--- src/rtl/scan_pkg.sv ---
// Shared types for the object-table scan path: shape codes, segment layout
// and property-word field positions.
package scan_pkg;

  localparam int unsigned PROP_W     = 115;
  localparam int unsigned SHAPE_MSB  = 113;
  localparam int unsigned STATIC_BIT = 114;
  localparam int unsigned SEG_W      = 43;

  typedef enum logic [1:0] {
    SHAPE_CIRCLE = 2'b00,
    SHAPE_RECT   = 2'b01,
    SHAPE_LINE   = 2'b10,
    SHAPE_EMPTY  = 2'b11
  } shape_e;

  typedef struct packed {
    logic        is_static;
    logic [10:0] x1;
    logic [9:0]  y1;
    logic [10:0] x2;
    logic [9:0]  y2;
  } seg_t;

endpackage

--- src/rtl/object_scan_controller.sv ---
// Per-frame object-table walker: fetches each entry, launches the matching
// converter and streams segments downstream. Optional macro: SCAN_TIMEOUT_EN.
module object_scan_controller
  import scan_pkg::*;
#(
  parameter int unsigned NUM_OBJECTS = 16,
  parameter int unsigned ADDR_W      = $clog2(NUM_OBJECTS)
`ifdef SCAN_TIMEOUT_EN
  , parameter int unsigned TIMEOUT_CYCLES = 64
`endif
) (
  input  logic              clk_in,
  input  logic              rst_in,
  input  logic              scan_start_in,
  output logic [ADDR_W-1:0] obj_addr_out,
  input  logic [PROP_W-1:0] obj_props_in,
  output logic [PROP_W-1:0] conv_props_out,
  input  logic [SEG_W-1:0]  circ_seg_in,
  input  logic [SEG_W-1:0]  line_seg_in,
  input  logic [SEG_W-1:0]  rect_seg_in,
  output logic              rect_start_out,
  input  logic              rect_busy_in,
  input  logic              rect_valid_in,
  output logic [SEG_W-1:0]  seg_out,
  output logic [ADDR_W-1:0] seg_idx_out,
  output logic              seg_valid_out,
  input  logic              seg_ready_in,
  output logic              scan_busy_out,
  output logic              scan_done_out,
  output logic [ADDR_W:0]   skip_count_out
);

  typedef enum logic [2:0] {
    S_IDLE, S_FETCH, S_RD_WAIT, S_DISPATCH, S_RECT_WAIT, S_EMIT, S_NEXT, S_DONE
  } state_e;

  localparam logic [ADDR_W-1:0] LAST_IDX = ADDR_W'(NUM_OBJECTS - 1);

  state_e            state_q, state_d;
  logic [ADDR_W-1:0] idx_q;
  logic [PROP_W-1:0] props_q;
  seg_t              seg_q, seg_d;
  logic [ADDR_W:0]   skip_q;
  logic              rw_first_q;
  logic              seg_load, skip_inc;
  shape_e            shape;

  assign shape = shape_e'(props_q[SHAPE_MSB -: 2]);

`ifdef SCAN_TIMEOUT_EN
  localparam int unsigned TO_W = (TIMEOUT_CYCLES > 2) ? $clog2(TIMEOUT_CYCLES) : 1;
  logic [TO_W-1:0] to_cnt_q;

  always_ff @(posedge clk_in) begin
    if (rst_in || state_q != S_RECT_WAIT) to_cnt_q <= '0;
    else                                  to_cnt_q <= to_cnt_q + 1'b1;
  end
`endif

  always_comb begin
    state_d        = state_q;
    rect_start_out = 1'b0;
    seg_load       = 1'b0;
    seg_d          = '0;
    skip_inc       = 1'b0;
    unique case (state_q)
      S_IDLE:     if (scan_start_in) state_d = S_FETCH;
      S_FETCH:    state_d = S_RD_WAIT;
      S_RD_WAIT:  state_d = S_DISPATCH;
      S_DISPATCH: begin
        unique case (shape)
          SHAPE_CIRCLE: begin seg_load = 1'b1; seg_d = seg_t'(circ_seg_in); state_d = S_EMIT; end
          SHAPE_LINE:   begin seg_load = 1'b1; seg_d = seg_t'(line_seg_in); state_d = S_EMIT; end
          SHAPE_RECT:   begin rect_start_out = 1'b1; state_d = S_RECT_WAIT; end
          SHAPE_EMPTY:  begin skip_inc = 1'b1; state_d = S_NEXT; end
        endcase
      end
      // Busy is not trusted in the first wait cycle: the converter only
      // registers the launch strobe on the edge entering this state.
      S_RECT_WAIT: begin
        if (!rw_first_q && !rect_busy_in) begin
          if (rect_valid_in) begin
            seg_load = 1'b1;
            seg_d    = seg_t'(rect_seg_in);
            state_d  = S_EMIT;
          end else begin
            skip_inc = 1'b1;
            state_d  = S_NEXT;
          end
        end
`ifdef SCAN_TIMEOUT_EN
        else if (to_cnt_q == TO_W'(TIMEOUT_CYCLES - 1)) begin
          skip_inc = 1'b1;
          state_d  = S_NEXT;
        end
`endif
      end
      S_EMIT:  if (seg_ready_in) state_d = S_NEXT;
      S_NEXT:  state_d = (idx_q == LAST_IDX) ? S_DONE : S_FETCH;
      S_DONE:  state_d = S_IDLE;
      default: state_d = S_IDLE;
    endcase
  end

  always_ff @(posedge clk_in) begin
    if (rst_in) begin
      state_q    <= S_IDLE;
      idx_q      <= '0;
      props_q    <= '0;
      seg_q      <= '0;
      skip_q     <= '0;
      rw_first_q <= 1'b0;
    end else begin
      state_q    <= state_d;
      rw_first_q <= (state_q != S_RECT_WAIT) && (state_d == S_RECT_WAIT);
      if (state_q == S_IDLE && scan_start_in) begin
        idx_q  <= '0;
        skip_q <= '0;
      end
      if (state_q == S_RD_WAIT) props_q <= obj_props_in;
      if (seg_load)             seg_q   <= seg_d;
      if (skip_inc)             skip_q  <= skip_q + 1'b1;
      if (state_q == S_NEXT && idx_q != LAST_IDX) idx_q <= idx_q + 1'b1;
    end
  end

  assign obj_addr_out   = idx_q;
  assign conv_props_out = props_q;
  assign seg_out        = seg_q;
  assign seg_idx_out    = idx_q;
  assign seg_valid_out  = (state_q == S_EMIT);
  assign scan_busy_out  = (state_q != S_IDLE) && (state_q != S_DONE);
  assign scan_done_out  = (state_q == S_DONE);
  assign skip_count_out = skip_q;

endmodule

--- config.mk ---
export PLATFORM = sky130hd
export DESIGN_NAME = object_scan_controller
export DESIGN_NICKNAME = d
export VERILOG_FILES = /design/src/rtl/scan_pkg.sv /design/src/rtl/object_scan_controller.sv
export SDC_FILE = /design/constraint.sdc
export NUM_CORES = 1
export LEC_CHECK = 0
export ABC_AREA = 1
export CAP_MARGIN = 20
export CORE_AREA = 3 3 165 167
export CTS_BUF_LIST = sky130_fd_sc_hd__clkbuf_16
export DETAILED_ROUTE_END_ITERATION = 8
export DIE_AREA = 0 0 168 170
export HOLD_SLACK_MARGIN = 0.05
export SYNTH_ARGS = -nofsm -noshare
export SYNTH_HDL_FRONTEND = slang
export SYNTH_SLANG_ARGS = --single-unit
--- constraint.sdc ---
create_clock -name clk_in -period 3.8 [get_ports clk_in]
set_input_delay 0.38 -clock clk_in [delete_from_list [all_inputs] [get_ports clk_in]]
set_output_delay 0.38 -clock clk_in [all_outputs]
set_load 0.1 [all_outputs]
-- Word level (Yosys, flattened, before mapping)
Cells that the tools add are included.
- RAM bits: 0
- memories kept: 0
- input bits: 250
- bits in read-only memories: 0
- latch bits: 0
- bits in registers: 171
- logic and storage cells: 65
- output and inout port bits: 175
- equal/unequal tests: 15
- magnitude comparators: 0
- mux-type cells: 25
- divide/modulo/power cells: 0
- add/subtract/negate cells: 2
- bitwise logic cells: 0
- reduce and logical (&&, ||, !) cells: 13
- multiply operators: 0
- shifts and indexed selects: 0
- operators by type and width (kind ; count):
    $pmux 43 s2 ; 2
    $mux 43 ; 2
    $pmux 3 s8 ; 1
    $eq 3x3->1 const B ; 5
    $mux 3 ; 4
    $mux 5 ; 2
    $pmux 3 s3 ; 1
    $mux 1 ; 8
    $mux 4 ; 2
    $eq 3x2->1 const B ; 2
    $ne 3x3->1 const B ; 2
    $add 5x1->5 const B ; 1
    $logic_and 1x1->1 ; 5
    $add 4x1->4 const B ; 1
    $eq 2x2->1 const B ; 2
    $eq 4x4->1 const B ; 1
    $ne 4x4->1 const B ; 1
    $pmux 1 s2 ; 2
    $reduce_bool 2->1 ; 2
    $eq 3x1->1 const B ; 1
    $logic_not 3->1 ; 1
    $reduce_bool 3->1 ; 1
    $eq 2x1->1 const B ; 1
    $logic_not 1->1 ; 2
    other kinds (3) ; 3

-- Depth between registers and ports, before layout
- depth after elaboration: 6
- depth in mapped cells: 9
- depth with buffers taken out: 7

-- Least setup slack after synthesis
No wires, ideal clock.
- kind: register to output
- from: reg props_q[112] (netlist: conv_props_out[112])
- to: out rect_start_out
- data required time: 3420 ps
- path buffers: 0
- data arrival time: 3299 ps
- slack: 121 ps
- stages on the path, launching flop included: 3
- cells stage by stage: dfxtp_1 > inv_1 > nor3_1
- cells in the longest elaborated chain, start to end: 3
- ends and longest elaborated chain (item ; RTL line ; RTL):
    start, declared ; object_scan_controller.sv:41 ; logic [PROP_W-1:0] props_q;
    start signal, assigned ; object_scan_controller.sv:120 ; if (state_q == S_RD_WAIT) props_q <= obj_props_in;
    $eq 2x1->1 ; object_scan_controller.sv:71 ; unique case (shape)
    $mux 1 ; object_scan_controller.sv:71 ;
    $mux 1 ; object_scan_controller.sv:66 ; unique case (state_q)
    end, declared ; object_scan_controller.sv:21 ; output logic rect_start_out,
No other way between the ends.

-- Worst setup path after layout
- from: reg state_q[0]
- to: out rect_start_out
- cells in the longest elaborated chain, start to end: 2
- ends and longest elaborated chain (item ; RTL line ; RTL):
    start, declared ; object_scan_controller.sv:39 ; state_e state_q, state_d;
    start signal, assigned ; object_scan_controller.sv:114 ; state_q <= state_d;
    $eq 3x2->1 ; object_scan_controller.sv:66 ;
    $mux 1 ; object_scan_controller.sv:66 ;
No other way between the ends.

==> impl_metrics.tcl <==
set metrics [dict create \
    status "complete, no violations" \
    cp-end-kind "output port" \
    path_clk_slew_ps 70 \
    grt.overflow.total 0 \
    synth_warnings 0 \
    start_util_pct 29.3 \
    clkPwrFrac_pct 25.6 \
    seq_area_mm2 0.00342 \
    drtAntennaViolNets 0 \
    worstSkewPairLatency_ps 420 \
    fmax_ghz 0.348 \
    cp_slowest_cell "clkdlybuf4s50_1" \
    cpPeakStageDelay_ps 1170 \
    maxCapViolations 0 \
    setup_viol 0 \
    crit_fanout 9 \
    io_pins 425 \
    hold_viol_final 0 \
    cts.path.max_buffers 2 \
    syn_area_per_cell_um2 6.72 \
    p_per_area_mw_per_mm2 571 \
    fill_cells 2628 \
    antenna_found_initial 2 \
    p_leak_nw 4.94 \
    p_int_mw 3.84 \
    post-route-period-util_pct 75.6 \
    vias_per_cell 4.53 \
    die_w_um 168 \
    critPathKind "flip-flop to output port" \
    max_slew_margin_pct 24.7 \
    maxSlewViolCount 0 \
    grt_pass1_wl_mm 45.6 \
    grt_max_degree 119 \
    fin_nets 1751 \
    gp_congestion 0.793 \
    synth.area.top_cells "dfxtp_1 45%, nor2_1 14%, nand2_1 12%" \
    yosysTopAreaCellShare_pct 45.1 \
    cts_buffers 17 \
    dp_hpwl_mm 21.6 \
    rows 59 \
    ir_drop_mv 0.307 \
    cts.sink_count 171 \
    vias 8379 \
    ys_seq_area_share_pct 45.1 \
    fin_tns_setup_ps 0 \
    synthesis.nets 1381 \
    numPortBuffers 424 \
    rrSetupSlack_ps 1140 \
    netlist_instances 1129 \
    drc 0 \
    first_iter_violations 420 \
    worst_slew_pin_slew_ps 1130 \
    area.growth.synth_to_final_pct 64.7 \
    rsz0062_at_grt "no" \
    dpl-instance-area_mm2 0.0119 \
    wl_mm 30.0 \
    htree_levels 4 \
    swShare_pct 46.1 \
    hold_buffers 0 \
    switchingPower_mw 3.29 \
    multi_input_area_mm2 0.00352 \
    crit_arrival_ps 2490 \
    fp.dieArea_mm2 0.0286 \
    ys_ff_latch 171 \
    coreArea_mm2 0.0259 \
    p_seq_share_pct 30.2 \
    critPathLaunchType "flip-flop" \
    fin_area_mm2 0.0125 \
    synth.distinct_cells 27 \
    grt_pass1_vias 8115 \
    cts_root_buf "clkbuf_16" \
    final_layout_size_suffix_gt1_share_pct 3.51 \
    hold_class "flip-flop to flip-flop" \
    period_needed_ps 2870 \
    post_cts_buffers 0 \
    combPwrFrac_pct 44.2 \
    clock_skew_ps 9.82 \
    synth_area_mm2 0.00759 \
    cts_tree "yes" \
    drt_first_pass_iters 4 \
    die_h_um 170 \
    crit_chain "nand3_1, nor3_1, clkdlybuf4s50_1" \
    grt_usage_pct 20.0 \
    synth_top_cell_by_area "dfxtp_1" \
    routedWlPerCell_um 16.2 \
    critical_path_required_ps 3420 \
    cts_resized 0 \
]
kinds of logic (layout without fill, tap and decap cells):
family                   count (synthesis)  count (layout)  share of synthesized area [%]
AO/OA/AOI/OAI                          217             217                           14.3
XOR/XNOR                                 2               2                          0.231
adder cells (fa/ha/maj)                  2               2                          0.330
buffers and inverters                  140             523                           8.86
flip-flops                             171             171                           45.1
other                                    0               1                              0
AND/OR/NAND/NOR                        597             597                           31.1
cells in the final DEF (no fill, tap or decap), types with 2 or more instances in the layout:
master           instances
clkdlybuf4s50_1        423
nor2_1                 283
nand2_1                238
dfxtp_1                171
o21ai_0                105
a21oi_1                 98
nand3_1                 58
inv_1                   54
clkbuf_16               17
o21ai_1                 13
buf_4                    9
nand4_1                  7
nor2_4                   5
inv_6                    5
inv_8                    4
inv_2                    3
xnor2_1                  2
ha_1                     2
clkinv_1                 2
bufinv_16                2
worst paths after layout:
| kind | startpoint | end | cells past startpoint |
|---|---|---|---|
| hold reg to reg | conv_props_out[2] | conv_props_out[2] | 2 |
| setup reg to reg | state_q[2] | conv_props_out[68] | 6 |
| hold / removal | conv_props_out[2] | conv_props_out[2] | 2 |
| setup / recovery | state_q[0] | rect_start_out | 3 |
synth_stat cells:
cell type,count
nor4_1,1
clkbuf_2,1
clkinv_1,1
nand2_2,1
ha_1,2
or2_2,1
nand4_1,7
a31oi_1,1
clkbuf_1,30
nor2_1,284
o21ai_1,13
nor2_2,3
nor2_4,2
buf_2,31
inv_1,54
nor3_1,1
xnor2_1,2
a21oi_1,98
clkinv_2,1
buf_4,10
buf_1,1
inv_2,2
dfxtp_1,171
buf_6,9
nand2_1,239
nand3_1,58
o21ai_0,105
critical path: cells and delay by family, from the launching register on:
family | cells | cell delay [ps]
AND/OR/NAND/NOR | 2 | 370
buffers and inverters | 1 | 1170
flip-flops | 1 | 530
area by class of cell:
cell class | instances | area share [%]
tap | 335 | 3.35
multi-input combinational | 818 | 28.1
clock buffer | 17 | 3.40
inverter | 58 | 1.75
timing repair buffer | 433 | 34.5
antenna | 1 | 0.0200
sequential | 171 | 27.4
clock inverter | 15 | 1.45
stage by stage:
step	setup WS (ps)	std cells	power (mW)	utilization, %	hold WS, ps
floorplan	121	1129	4.47	-	529
detailed placement	1120	1815	5.36	45.9	472
finish	928	1848	7.13	48.2	482
global route	837	1848	7.47	48.2	504
global placement	1170	1815	5.35	45.9	462
CTS	909	1847	7.22	48.2	486
routing by layer:
layer,GRT usage [%],vias up,wire length (um)
met5,0,-,13
met1,23.3,3709,12100
met3,7.94,31,3100
li1,-,4322,-
met2,34.3,315,14400
met4,5.34,2,479
power groups by stage:
stage               sequential [mW]  clock (mW)  combinational (mW)
floorplan                      3.74           0               0.723
global placement               2.18           0                3.17
detailed placement             2.19           0                3.17
CTS                            2.15        1.89                3.18
global route                   2.18        1.97                3.32
finish                         2.15        1.83                3.15
flip-flops by register name, summed over array words and instances (netlist names):
name / count
skip_count_out: 5
rw_first_q: 1
conv_props_out: 115
seg_out: 43
obj_addr_out: 4
state_q: 3
No activity file was read; power rests on OpenSTA's default activity.
